==> src/rtl/spi_flash_slave.sv <==
// -----------------------------------------------------------------------------
// spi_flash_slave
// SPI mode-0 flash responder. Oversamples the SPI pins on pclk, decodes
// FAST_READ (0x0B) and READ JEDEC ID (0x9F), and streams read data fetched
// one 32-bit word at a time through a req/ack memory port (current word plus
// one prefetch word).
//
// Ports
//   pclk       system clock, all SPI pins are oversampled on it
//   presetn    asynchronous active-low reset
//   spi_clk    SPI clock from the master (CPOL=0)
//   spi_cs     chip select, active low
//   spi_mosi   master-out serial data
//   spi_miso   slave-out serial data (registered)
//   mem_req    word fetch request, held until mem_ack
//   mem_addr   word address = byte address[23:2]
//   mem_ack    one-cycle acknowledge, mem_rdata valid in the same cycle
//   mem_rdata  fetched word, little-endian byte lanes
//   underrun   one-cycle pulse when a data byte starts without its word
// -----------------------------------------------------------------------------
module spi_flash_slave #(
   parameter logic [23:0] JEDEC_ID = 24'hEF4018
) (
   input  logic        pclk,
   input  logic        presetn,
   input  logic        spi_clk,
   input  logic        spi_cs,
   input  logic        spi_mosi,
   output logic        spi_miso,
   output logic        mem_req,
   output logic [21:0] mem_addr,
   input  logic        mem_ack,
   input  logic [31:0] mem_rdata,
   output logic        underrun
);

   localparam int unsigned ADDR_W = 24;
   localparam int unsigned WADR_W = 22;
   localparam int unsigned DATA_W = 32;
   localparam int unsigned CNT_W  = 5;

   localparam logic [7:0] CMD_FAST_READ = 8'h0B;
   localparam logic [7:0] CMD_JEDEC_ID  = 8'h9F;

   typedef enum logic [2:0] {
      S_IDLE,
      S_CMD,
      S_ADDR,
      S_DUMMY,
      S_DATA,
      S_ID,
      S_IGNORE
   } state_e;

   // ---------------------------------------------------------------------
   // Pin synchronisers; the third SCK stage gives edge detection
   // ---------------------------------------------------------------------
   logic sck_s1_q, sck_s2_q, sck_s3_q;
   logic cs_s1_q, cs_s2_q;
   logic mosi_s1_q, mosi_s2_q;

   always_ff @(posedge pclk or negedge presetn) begin
      if (!presetn) begin
         sck_s1_q  <= 1'b0;
         sck_s2_q  <= 1'b0;
         sck_s3_q  <= 1'b0;
         cs_s1_q   <= 1'b1;
         cs_s2_q   <= 1'b1;
         mosi_s1_q <= 1'b0;
         mosi_s2_q <= 1'b0;
      end else begin
         sck_s1_q  <= spi_clk;
         sck_s2_q  <= sck_s1_q;
         sck_s3_q  <= sck_s2_q;
         cs_s1_q   <= spi_cs;
         cs_s2_q   <= cs_s1_q;
         mosi_s1_q <= spi_mosi;
         mosi_s2_q <= mosi_s1_q;
      end
   end

   logic sck_rise_c, sck_fall_c, cs_off_c;
   assign sck_rise_c = sck_s2_q & ~sck_s3_q;
   assign sck_fall_c = ~sck_s2_q & sck_s3_q;
   assign cs_off_c   = cs_s2_q;

   // ---------------------------------------------------------------------
   // Registers
   // ---------------------------------------------------------------------
   state_e              state_q, state_d;
   logic [CNT_W-1:0]    bitcnt_q, bitcnt_d;
   logic [6:0]          cmd_q, cmd_d;
   logic [ADDR_W-1:0]   addr_q, addr_d;       // byte address; JEDEC shifter in S_ID
   logic [7:0]          byte_q, byte_d;
   logic [DATA_W-1:0]   cur_word_q, cur_word_d;
   logic                cur_vld_q, cur_vld_d;
   logic [DATA_W-1:0]   pre_word_q, pre_word_d;
   logic                pre_vld_q, pre_vld_d;
   logic                fetch_pend_q, fetch_pend_d;
   logic [WADR_W-1:0]   fetch_addr_q, fetch_addr_d;
   logic                discard_q, discard_d;
   logic                miso_q, miso_d;
   logic                req_q, req_d;
   logic [WADR_W-1:0]   req_addr_q, req_addr_d;
   logic                underrun_q, underrun_d;

   logic [7:0]          cmd_next_c;
   logic [ADDR_W-1:0]   addr_next_c;
   logic [7:0]          lane_byte_c;
   logic                new_fetch_c;
   logic [WADR_W-1:0]   new_waddr_c;

   assign cmd_next_c  = {cmd_q, mosi_s2_q};
   assign addr_next_c = {addr_q[ADDR_W-2:0], mosi_s2_q};

   // Byte of the current word selected by the address lane
   always_comb begin
      lane_byte_c = cur_word_q[7:0];
      case (addr_q[1:0])
         2'd0:    lane_byte_c = cur_word_q[7:0];
         2'd1:    lane_byte_c = cur_word_q[15:8];
         2'd2:    lane_byte_c = cur_word_q[23:16];
         default: lane_byte_c = cur_word_q[31:24];
      endcase
   end

   // FSM state register
   always_ff @(posedge pclk or negedge presetn) begin
      if (!presetn) state_q <= S_IDLE;
      else          state_q <= state_d;
   end

   // Datapath registers
   always_ff @(posedge pclk or negedge presetn) begin
      if (!presetn) begin
         bitcnt_q     <= '0;
         cmd_q        <= '0;
         addr_q       <= '0;
         byte_q       <= '0;
         cur_word_q   <= '0;
         cur_vld_q    <= 1'b0;
         pre_word_q   <= '0;
         pre_vld_q    <= 1'b0;
         fetch_pend_q <= 1'b0;
         fetch_addr_q <= '0;
         discard_q    <= 1'b0;
         miso_q       <= 1'b0;
         req_q        <= 1'b0;
         req_addr_q   <= '0;
         underrun_q   <= 1'b0;
      end else begin
         bitcnt_q     <= bitcnt_d;
         cmd_q        <= cmd_d;
         addr_q       <= addr_d;
         byte_q       <= byte_d;
         cur_word_q   <= cur_word_d;
         cur_vld_q    <= cur_vld_d;
         pre_word_q   <= pre_word_d;
         pre_vld_q    <= pre_vld_d;
         fetch_pend_q <= fetch_pend_d;
         fetch_addr_q <= fetch_addr_d;
         discard_q    <= discard_d;
         miso_q       <= miso_d;
         req_q        <= req_d;
         req_addr_q   <= req_addr_d;
         underrun_q   <= underrun_d;
      end
   end

   // Next-state, serial datapath, word buffer and memory handshake
   always_comb begin
      state_d      = state_q;
      bitcnt_d     = bitcnt_q;
      cmd_d        = cmd_q;
      addr_d       = addr_q;
      byte_d       = byte_q;
      cur_word_d   = cur_word_q;
      cur_vld_d    = cur_vld_q;
      pre_word_d   = pre_word_q;
      pre_vld_d    = pre_vld_q;
      fetch_pend_d = fetch_pend_q;
      fetch_addr_d = fetch_addr_q;
      discard_d    = discard_q;
      miso_d       = miso_q;
      req_d        = req_q;
      req_addr_d   = req_addr_q;
      underrun_d   = 1'b0;
      new_fetch_c  = 1'b0;
      new_waddr_c  = '0;

      if (cs_off_c) begin
         // Deselect wins over any coincident SCK edge; a request still in
         // flight is allowed to finish but its data is dropped.
         state_d      = S_IDLE;
         bitcnt_d     = '0;
         miso_d       = 1'b0;
         cur_vld_d    = 1'b0;
         pre_vld_d    = 1'b0;
         fetch_pend_d = 1'b0;
         if (req_q && !mem_ack) discard_d = 1'b1;
      end else begin
         case (state_q)
            S_IDLE: begin
               // CS reads high in every cycle of IDLE except the first
               // one after its falling edge.
               state_d  = S_CMD;
               bitcnt_d = '0;
               miso_d   = 1'b0;
            end

            S_CMD: begin
               if (sck_rise_c) begin
                  cmd_d    = cmd_next_c[6:0];
                  bitcnt_d = bitcnt_q + CNT_W'(1);
                  if (bitcnt_q == CNT_W'(7)) begin
                     bitcnt_d = '0;
                     case (cmd_next_c)
                        CMD_FAST_READ: state_d = S_ADDR;
                        CMD_JEDEC_ID: begin
                           state_d = S_ID;
                           addr_d  = JEDEC_ID;
                        end
                        default:       state_d = S_IGNORE;
                     endcase
                  end
               end
            end

            S_ADDR: begin
               if (sck_rise_c) begin
                  addr_d   = addr_next_c;
                  bitcnt_d = bitcnt_q + CNT_W'(1);
                  if (bitcnt_q == CNT_W'(23)) begin
                     bitcnt_d    = '0;
                     state_d     = S_DUMMY;
                     cur_vld_d   = 1'b0;
                     pre_vld_d   = 1'b0;
                     new_fetch_c = 1'b1;
                     new_waddr_c = addr_next_c[ADDR_W-1:2];
                  end
               end
            end

            S_DUMMY: begin
               miso_d = 1'b0;
               if (sck_rise_c) begin
                  bitcnt_d = bitcnt_q + CNT_W'(1);
                  if (bitcnt_q == CNT_W'(7)) begin
                     bitcnt_d = '0;
                     state_d  = S_DATA;
                  end
               end
            end

            S_DATA: begin
               if (sck_fall_c) begin
                  if (bitcnt_q[2:0] == 3'd0) begin
                     // Byte start: load from the current word or flag underrun
                     if (cur_vld_q) begin
                        miso_d = lane_byte_c[7];
                        byte_d = {lane_byte_c[6:0], 1'b0};
                     end else begin
                        miso_d     = 1'b1;
                        byte_d     = 8'hFE;
                        underrun_d = 1'b1;
                     end
                     if (addr_q[1:0] == 2'd3) begin
                        new_fetch_c = 1'b1;
                        new_waddr_c = addr_q[ADDR_W-1:2] + WADR_W'(1);
                     end
                  end else begin
                     miso_d = byte_q[7];
                     byte_d = {byte_q[6:0], 1'b0};
                  end
               end else if (sck_rise_c) begin
                  bitcnt_d = bitcnt_q + CNT_W'(1);
                  if (bitcnt_q[2:0] == 3'd7) begin
                     bitcnt_d = '0;
                     addr_d   = addr_q + ADDR_W'(1);
                     // Crossing into lane 0: prefetch becomes current
                     if (addr_q[1:0] == 2'd3) begin
                        cur_word_d = pre_word_q;
                        cur_vld_d  = pre_vld_q;
                        pre_vld_d  = 1'b0;
                     end
                  end
               end
            end

            S_ID: begin
               // addr_q holds the ID; zeros shift in behind it
               if (sck_fall_c) begin
                  miso_d = addr_q[ADDR_W-1];
                  addr_d = {addr_q[ADDR_W-2:0], 1'b0};
               end
            end

            S_IGNORE: miso_d = 1'b0;

            default: state_d = S_IDLE;
         endcase
      end

      // Returned word fills the current slot first, otherwise the prefetch
      if (req_q && mem_ack) begin
         req_d     = 1'b0;
         discard_d = 1'b0;
         if (!discard_q && !cs_off_c) begin
            if (!cur_vld_d) begin
               cur_word_d = mem_rdata;
               cur_vld_d  = 1'b1;
            end else begin
               pre_word_d = mem_rdata;
               pre_vld_d  = 1'b1;
            end
         end
      end

      // Fetch launch; waits while another request is outstanding
      if (new_fetch_c) begin
         fetch_pend_d = 1'b1;
         fetch_addr_d = new_waddr_c;
      end
      if (fetch_pend_d && !req_q) begin
         req_d        = 1'b1;
         req_addr_d   = fetch_addr_d;
         fetch_pend_d = 1'b0;
      end
   end

   assign spi_miso = miso_q;
   assign mem_req  = req_q;
   assign mem_addr = req_addr_q;
   assign underrun = underrun_q;

endmodule

==> config.mk <==
export PLATFORM = sky130hd
export DESIGN_NAME = spi_flash_slave
export DESIGN_NICKNAME = d
export VERILOG_FILES = /design/src/rtl/spi_flash_slave.sv
export SDC_FILE = /design/constraint.sdc
export NUM_CORES = 1
export LEC_CHECK = 0
export BUFFER_PORTS_ARGS = -buffer_cell sky130_fd_sc_hd__buf_4
export CAP_MARGIN = 15
export CORE_MARGIN = 4
export CORE_UTILIZATION = 26
export DETAILED_ROUTE_END_ITERATION = 8
export PLACE_DENSITY = 0.38
export SETUP_SLACK_MARGIN = 0.1
export SLEW_MARGIN = 20
export SYNTH_ARGS = -nofsm -noshare
export SYNTH_HDL_FRONTEND = slang
export SYNTH_SLANG_ARGS = --single-unit
==> constraint.sdc <==
create_clock -name pclk -period 2.45 [get_ports pclk]
set_clock_uncertainty 0.05 [all_clocks]
set_input_delay 0.49 -clock pclk [delete_from_list [all_inputs] [get_ports pclk]]
set_output_delay 0.49 -clock pclk [all_outputs]
set_load 0.02 [all_outputs]
* Yosys cells after proc, flatten, opt, wreduce, memory -nomap -nowiden
Cells that the tools add are included.
Operators by class: multiplexer cells 94, reduce and logical (&&, ||, !) cells 28, equal/unequal tests 34, $add $sub $neg 3, bitwise operators 5
Operators with widths (number):
- 32-bit 2-to-1 mux | 9
- 24-bit 2-to-1 mux | 8
- 22-bit 2-to-1 mux | 7
- 24-bit one-hot mux with 4 select lines | 1
- 22-bit one-hot mux with 2 select lines | 1
- 1-bit 2-to-1 mux | 43
- 5-bit 2-to-1 mux | 8
- 3-bit inequality test (second input constant) | 10
- 24-bit by 1-bit adder with 24-bit output (second input constant) | 1
- 8-bit one-hot mux with 3 select lines | 1
- 22-bit by 1-bit adder with 22-bit output (second input constant) | 1
- 3-bit 2-to-1 mux | 7
- 5-bit one-hot mux with 4 select lines | 1
- 8-bit 2-to-1 mux | 2
- 2-bit inequality test (second input constant) | 8
- 3-bit one-hot mux with 5 select lines | 1
- 3-bit equality test (second input constant) | 4
- 3-bit AND reduction | 4
- 10-bit AND reduction | 1
- 8-bit by 4-bit equality test with 1-bit output (second input constant) | 1
- 8-bit equality test (second input constant) | 1
- 4-bit nonzero test | 2
- 7-bit AND reduction | 1
- 3-bit by 2-bit equality test with 1-bit output (second input constant) | 2
- 23 further kinds | 39
Storage, ports and cells: bits in registers 169, logic and storage cells 187, input port bits 38

* Depth between registers and ports, before layout
word-level depth 10, gate-level depth with buffers 9

* Least setup slack after synthesis
Ideal clock, no wire load.
path type register -> register, start point register addr_q[0], end point register pre_word_q[12], period minus slack after synthesis 2.191 ns, data arrival time 2.013 ns, stages on the path, launching flop included 9, buffers on the path 2, slack 0.259 ns, cells stage by stage dfrtp_1 ha_1 nand4bb_1 buf_2 or3_1 o21ai_1 nand2_1 buf_2 mux2_1
On the way: word-level cells in the longest chain between the ends 8
Ends and longest elaborated chain:
- from (decl) | RTL line 93 | logic [ADDR_W-1:0] addr_q, addr_d;
- from (signal assigned) | RTL line 154 | addr_q <= addr_d;
- 2-bit equality test | RTL line 281 | if (addr_q[1:0] == 2'd3) begin
- 1-bit 2-to-1 mux | RTL line 281
- 1-bit 2-to-1 mux | RTL line 277 | if (bitcnt_q[2:0] == 3'd7) begin
- 1-bit 2-to-1 mux | RTL line 275 | end else if (sck_rise_c) begin
- 1-bit 2-to-1 mux | RTL line 256 | if (sck_fall_c) begin
- 1-bit one-hot mux with 2 select lines | RTL line 202 | case (state_q)
- 1-bit 2-to-1 mux | RTL line 191 | if (cs_off_c) begin
- 3-bit AND reduction (no line)
- to (signal assigned) | RTL line 158 | pre_word_q <= pre_word_d;
- to (decl) | RTL line 97 | logic [DATA_W-1:0] pre_word_q, pre_word_d;
No other way between the ends. A chain may end at the register's enable or synchronous reset.

* Worst setup path in the final report
start point register state_q[0], end point register req_addr_q[12], in the netlist mem_addr[12]
On the way: elaborated cells on any way between the ends 9
RTL lines:
- from (decl) | RTL line 90 | state_e state_q, state_d;
- from (signal assigned) | RTL line 130 | else state_q <= state_d;
- 3-bit equality test / 3-bit by 2-bit equality test with 1-bit output (equally long branches) | RTL line 202
- 22-bit one-hot mux with 2 select lines / 1-bit one-hot mux with 2 select lines (equally long branches) | RTL line 202
- 22-bit 2-to-1 mux / 1-bit 2-to-1 mux (equally long branches) | RTL line 191
- 22-bit 2-to-1 mux * | RTL line 320 | if (new_fetch_c) begin
- via fetch_addr_d[12] | RTL line 100 | logic [WADR_W-1:0] fetch_addr_q, fetch_addr_d;
- to (signal assigned) | RTL line 165 | req_addr_q <= req_addr_d;
- to (decl) | RTL line 104 | logic [WADR_W-1:0] req_addr_q, req_addr_d;
Mark *: on every way through the listed nets, which the timed path passes. The rest lies on a longest branch.

==> metrics.txt <==
outcome completed; Final Critical Period 2.27 ns; R2R setup slack 0.18 ns; CP Data Arrival Time 2.54 ns; H-tree depth reported by CTS 4; Period Utilization, post-route 92.5%; reg-to-reg startpoint state_q[0]$_DFFE_PN0P_; FF+latch area 4210 sq um; diode count 0; top-count cell post-synth dfrtp_1; Clk pin slew, worst setup/hold paths 0.07 ns; max-slew violation count 0; top post-synthesis cells by area dfrtp_1 (47%), mux2_2 (5.9%), mux2i_1 (4.1%), nor2_1 (3.8%), a21oi_1 (3.7%); critical path peak fanout 12; Reg-to-Reg End mem_addr[12]$_DFFE_PN0P_; Worst path max stage delay 0.49 ns; DRT Pass-1 Iters 5; met3 wire length 1020 um; Post-Syn Instances 902; global-route wire length before repair 45,300 um; worst-margin pin slew 0.553 ns; dominant synthesized flop cell dfrtp_1; kind of critical path reg -> reg; WHS Path Cells 1; placer congestion estimate 0.884; TritonCTS clock tree built; worst skew pair latency 0.44 ns; CP required 2.72 ns; Post-DRT Antenna Nets 0; Detail Placement HPWL 20,800 um; Mapped Nets 949; pin count of the biggest net entering global routing 65; Hold Fails Final Rpt 0; critical path launch point type flop; top layer in use met4; vias in the first global route 7,485; Core ar. 33,500 sq um; Slew headroom 63.1%; I/O Pins 63; Hold Crit Start spi_clk; fill count 3,517; total global routing overflow 0; row count 67; Initial Utilization 26.4%; Worst Reg-to-Reg Cells 6; area of the multi-input gates 4340 sq um; commonest cells in the synthesized netlist dfrtp_1 (166), nor2_1 (90), a21oi_1 (66), nand2_1 (54), o21ai_0 (53); # nets final 1,083; total track usage 15.8%; worst path cell trace or3b_4 -> nor3_4 -> buf_12 -> nor2_2 -> a221o_1 -> mux2_2; Async SR Flop Fraction 100%; initial antenna violation count 0; synthesized area per cell 9.80 sq um; Area after DPL 10,500 sq um; max cap viols 0; Vias/cell 5.04; Worst Hold Path EP sck_s1_q$_DFF_PN0_; largest area contributor in the netlist dfrtp_1; CTS Buf Count 17; die extent in y 192 um; worst vdd ir 501 uV; EDFF count, synth 0; vias post-DR 7,543; RSZ-0062 raised after global routing false; Max Fclk 441 MHz; DR WL/cell 19.6 um; slowest cell on the critical path or3b_4; Critical Path Sink Type flop; CTS root buffer clkbuf_16; met2 wire len 13,700 um; share of layout cells above drive strength 1 29.0%; cell leakage power 4.90 nW; CTS sink cnt 168; post-synth cell types 77; hold slack 0.107 ns; PortBufs 62; P&R area growth vs syn 28.8%; wire length on met1 14,100 um; Ys Warns 0; Power Density 563 nW/um^2; final wirelength 29,300 um; final number of setup-violating endpoints 0; fin area 11,400 sq um; deepest clock path buffer count 2; Setup TNS Final 0 ns; DR DRC count 0; Die W 192 um; post-synthesis sequential area ratio 47.6%; drt initial violations 486; Hold Crit Class in -> reg; Yosys top cell area share 47.0%; Yosys reg bits 168; die area 37,000 sq um; synthesized area 8840 sq um
-- metrics by stage --
stage | utilization [%] | setup WS (ns) | total power, W | std cells
after floorplan | - | 0.259 | 0.00323 | 902
after global placement | 31.4 | -0.0594 | 0.00356 | 1454
after detailed placement | 31.4 | -0.0541 | 0.00356 | 1454
final | 34.0 | 0.185 | 0.00641 | 1497
after global routing | 34.0 | 0.0969 | 0.00668 | 1497
after CTS | 33.4 | 0.0904 | 0.00651 | 1489
-- area by class of cell --
class / instances / share of cell area, %
Multi-Input combinational cell: 634 / 38.1
Sequential cell: 168 / 37.0
Timing Repair Buffer: 189 / 13.8
Tap cell: 448 / 4.92
Clock buffer: 18 / 3.77
Clock inverter: 14 / 1.62
Inverter: 26 / 0.857
-- critical path, delay by kind of cell, from the launching register on --
family                 cells  cell delay, ns
flip-flops                 1            0.44
buffers and inverters      1            0.18
multiplexers               1            0.28
AND/OR/NAND/NOR            3            0.81
AO/OA/AOI/OAI              1            0.40
-- registers in the layout, indices dropped and copies added, names as in the netlist, 3 cells and up --
name	flops
cmd_q	7
pre_word_q	32
addr_q	24
fetch_addr_q	22
bitcnt_q	5
cur_word_q	32
mem_addr	22
byte_q	7
state_q	3
-- power breakdown --
part	internal, W	total [W]	switching (W)
combinational	0.000231	0.000565	0.000334
sequential	0.00286	0.00295	0.0000836
clock	0.00163	0.00290	0.00126
total	0.00473	0.00641	0.00168
-- kinds of logic after synthesis --
logic type	share of synthesized area, %
buffers and inverters	4.88
DFF	47.6
muxes	10.2
AOI/OAI and AO/OA	18.6
and+or+nand+nor	16.2
xor gates and xnor gates	1.09
adders and majority gates	1.39
-- worst max-delay path by stage --
stage                                       start                          to  slack (ns)  depth (start not counted)
after floorplan             addr_q[0]$_DFFE_PN0P_  pre_word_q[12]$_DFFE_PN0P_        0.26                          8
after global placement     state_q[0]$_DFFE_PN0P_     mem_addr[9]$_DFFE_PN0P_       -0.06                          6
after detailed placement   state_q[1]$_DFFE_PN0P_     mem_addr[9]$_DFFE_PN0P_       -0.05                          6
after CTS                 bitcnt_q[1]$_DFFE_PN0P_       addr_q[3]$_DFFE_PN0P_        0.09                          9
after global routing      bitcnt_q[1]$_DFFE_PN0P_     mem_addr[5]$_DFFE_PN0P_         0.1                         10
final                      state_q[0]$_DFFE_PN0P_    mem_addr[12]$_DFFE_PN0P_        0.18                          6
-- layer usage --
metal / vias to the layer above / track usage [%]
li1: 3614 / -
met5: - / 0
met2: 176 / 25.0
met1: 3721 / 22.5
met4: 0 / 4.14
met3: 32 / 2.55
-- cell usage in the layout (no fill, tap or decap), drive strengths merged, types with 7 or more instances in the layout --
| cell | n |
|---|---|
| nand3 | 22 |
| mux2 | 48 |
| a211oi | 10 |
| o21ai | 54 |
| o22ai | 15 |
| and2 | 9 |
| inv | 33 |
| nor2b | 8 |
| o31ai | 19 |
| dfrtp | 166 |
| a31oi | 14 |
| a22oi | 11 |
| a21oi | 66 |
| nor3 | 21 |
| clkbuf | 19 |
| nand2 | 54 |
| xnor2 | 7 |
| nor4 | 12 |
| nor2 | 93 |
| a2bb2oi | 8 |
| mux2i | 36 |
| buf | 187 |
| a222oi | 9 |
| ha | 9 |
| nand4 | 20 |
-- what timing repair did --
action                     CTS  global route
hold buffers                 1             0
gates resized for setup      8            31
setup endpoints to repair   14            84
setup buffers                2             7
pin swaps                    1             8
cloned                       0             1
hold endpoints to repair    29             0
No activity file was read; power rests on OpenSTA's default activity.
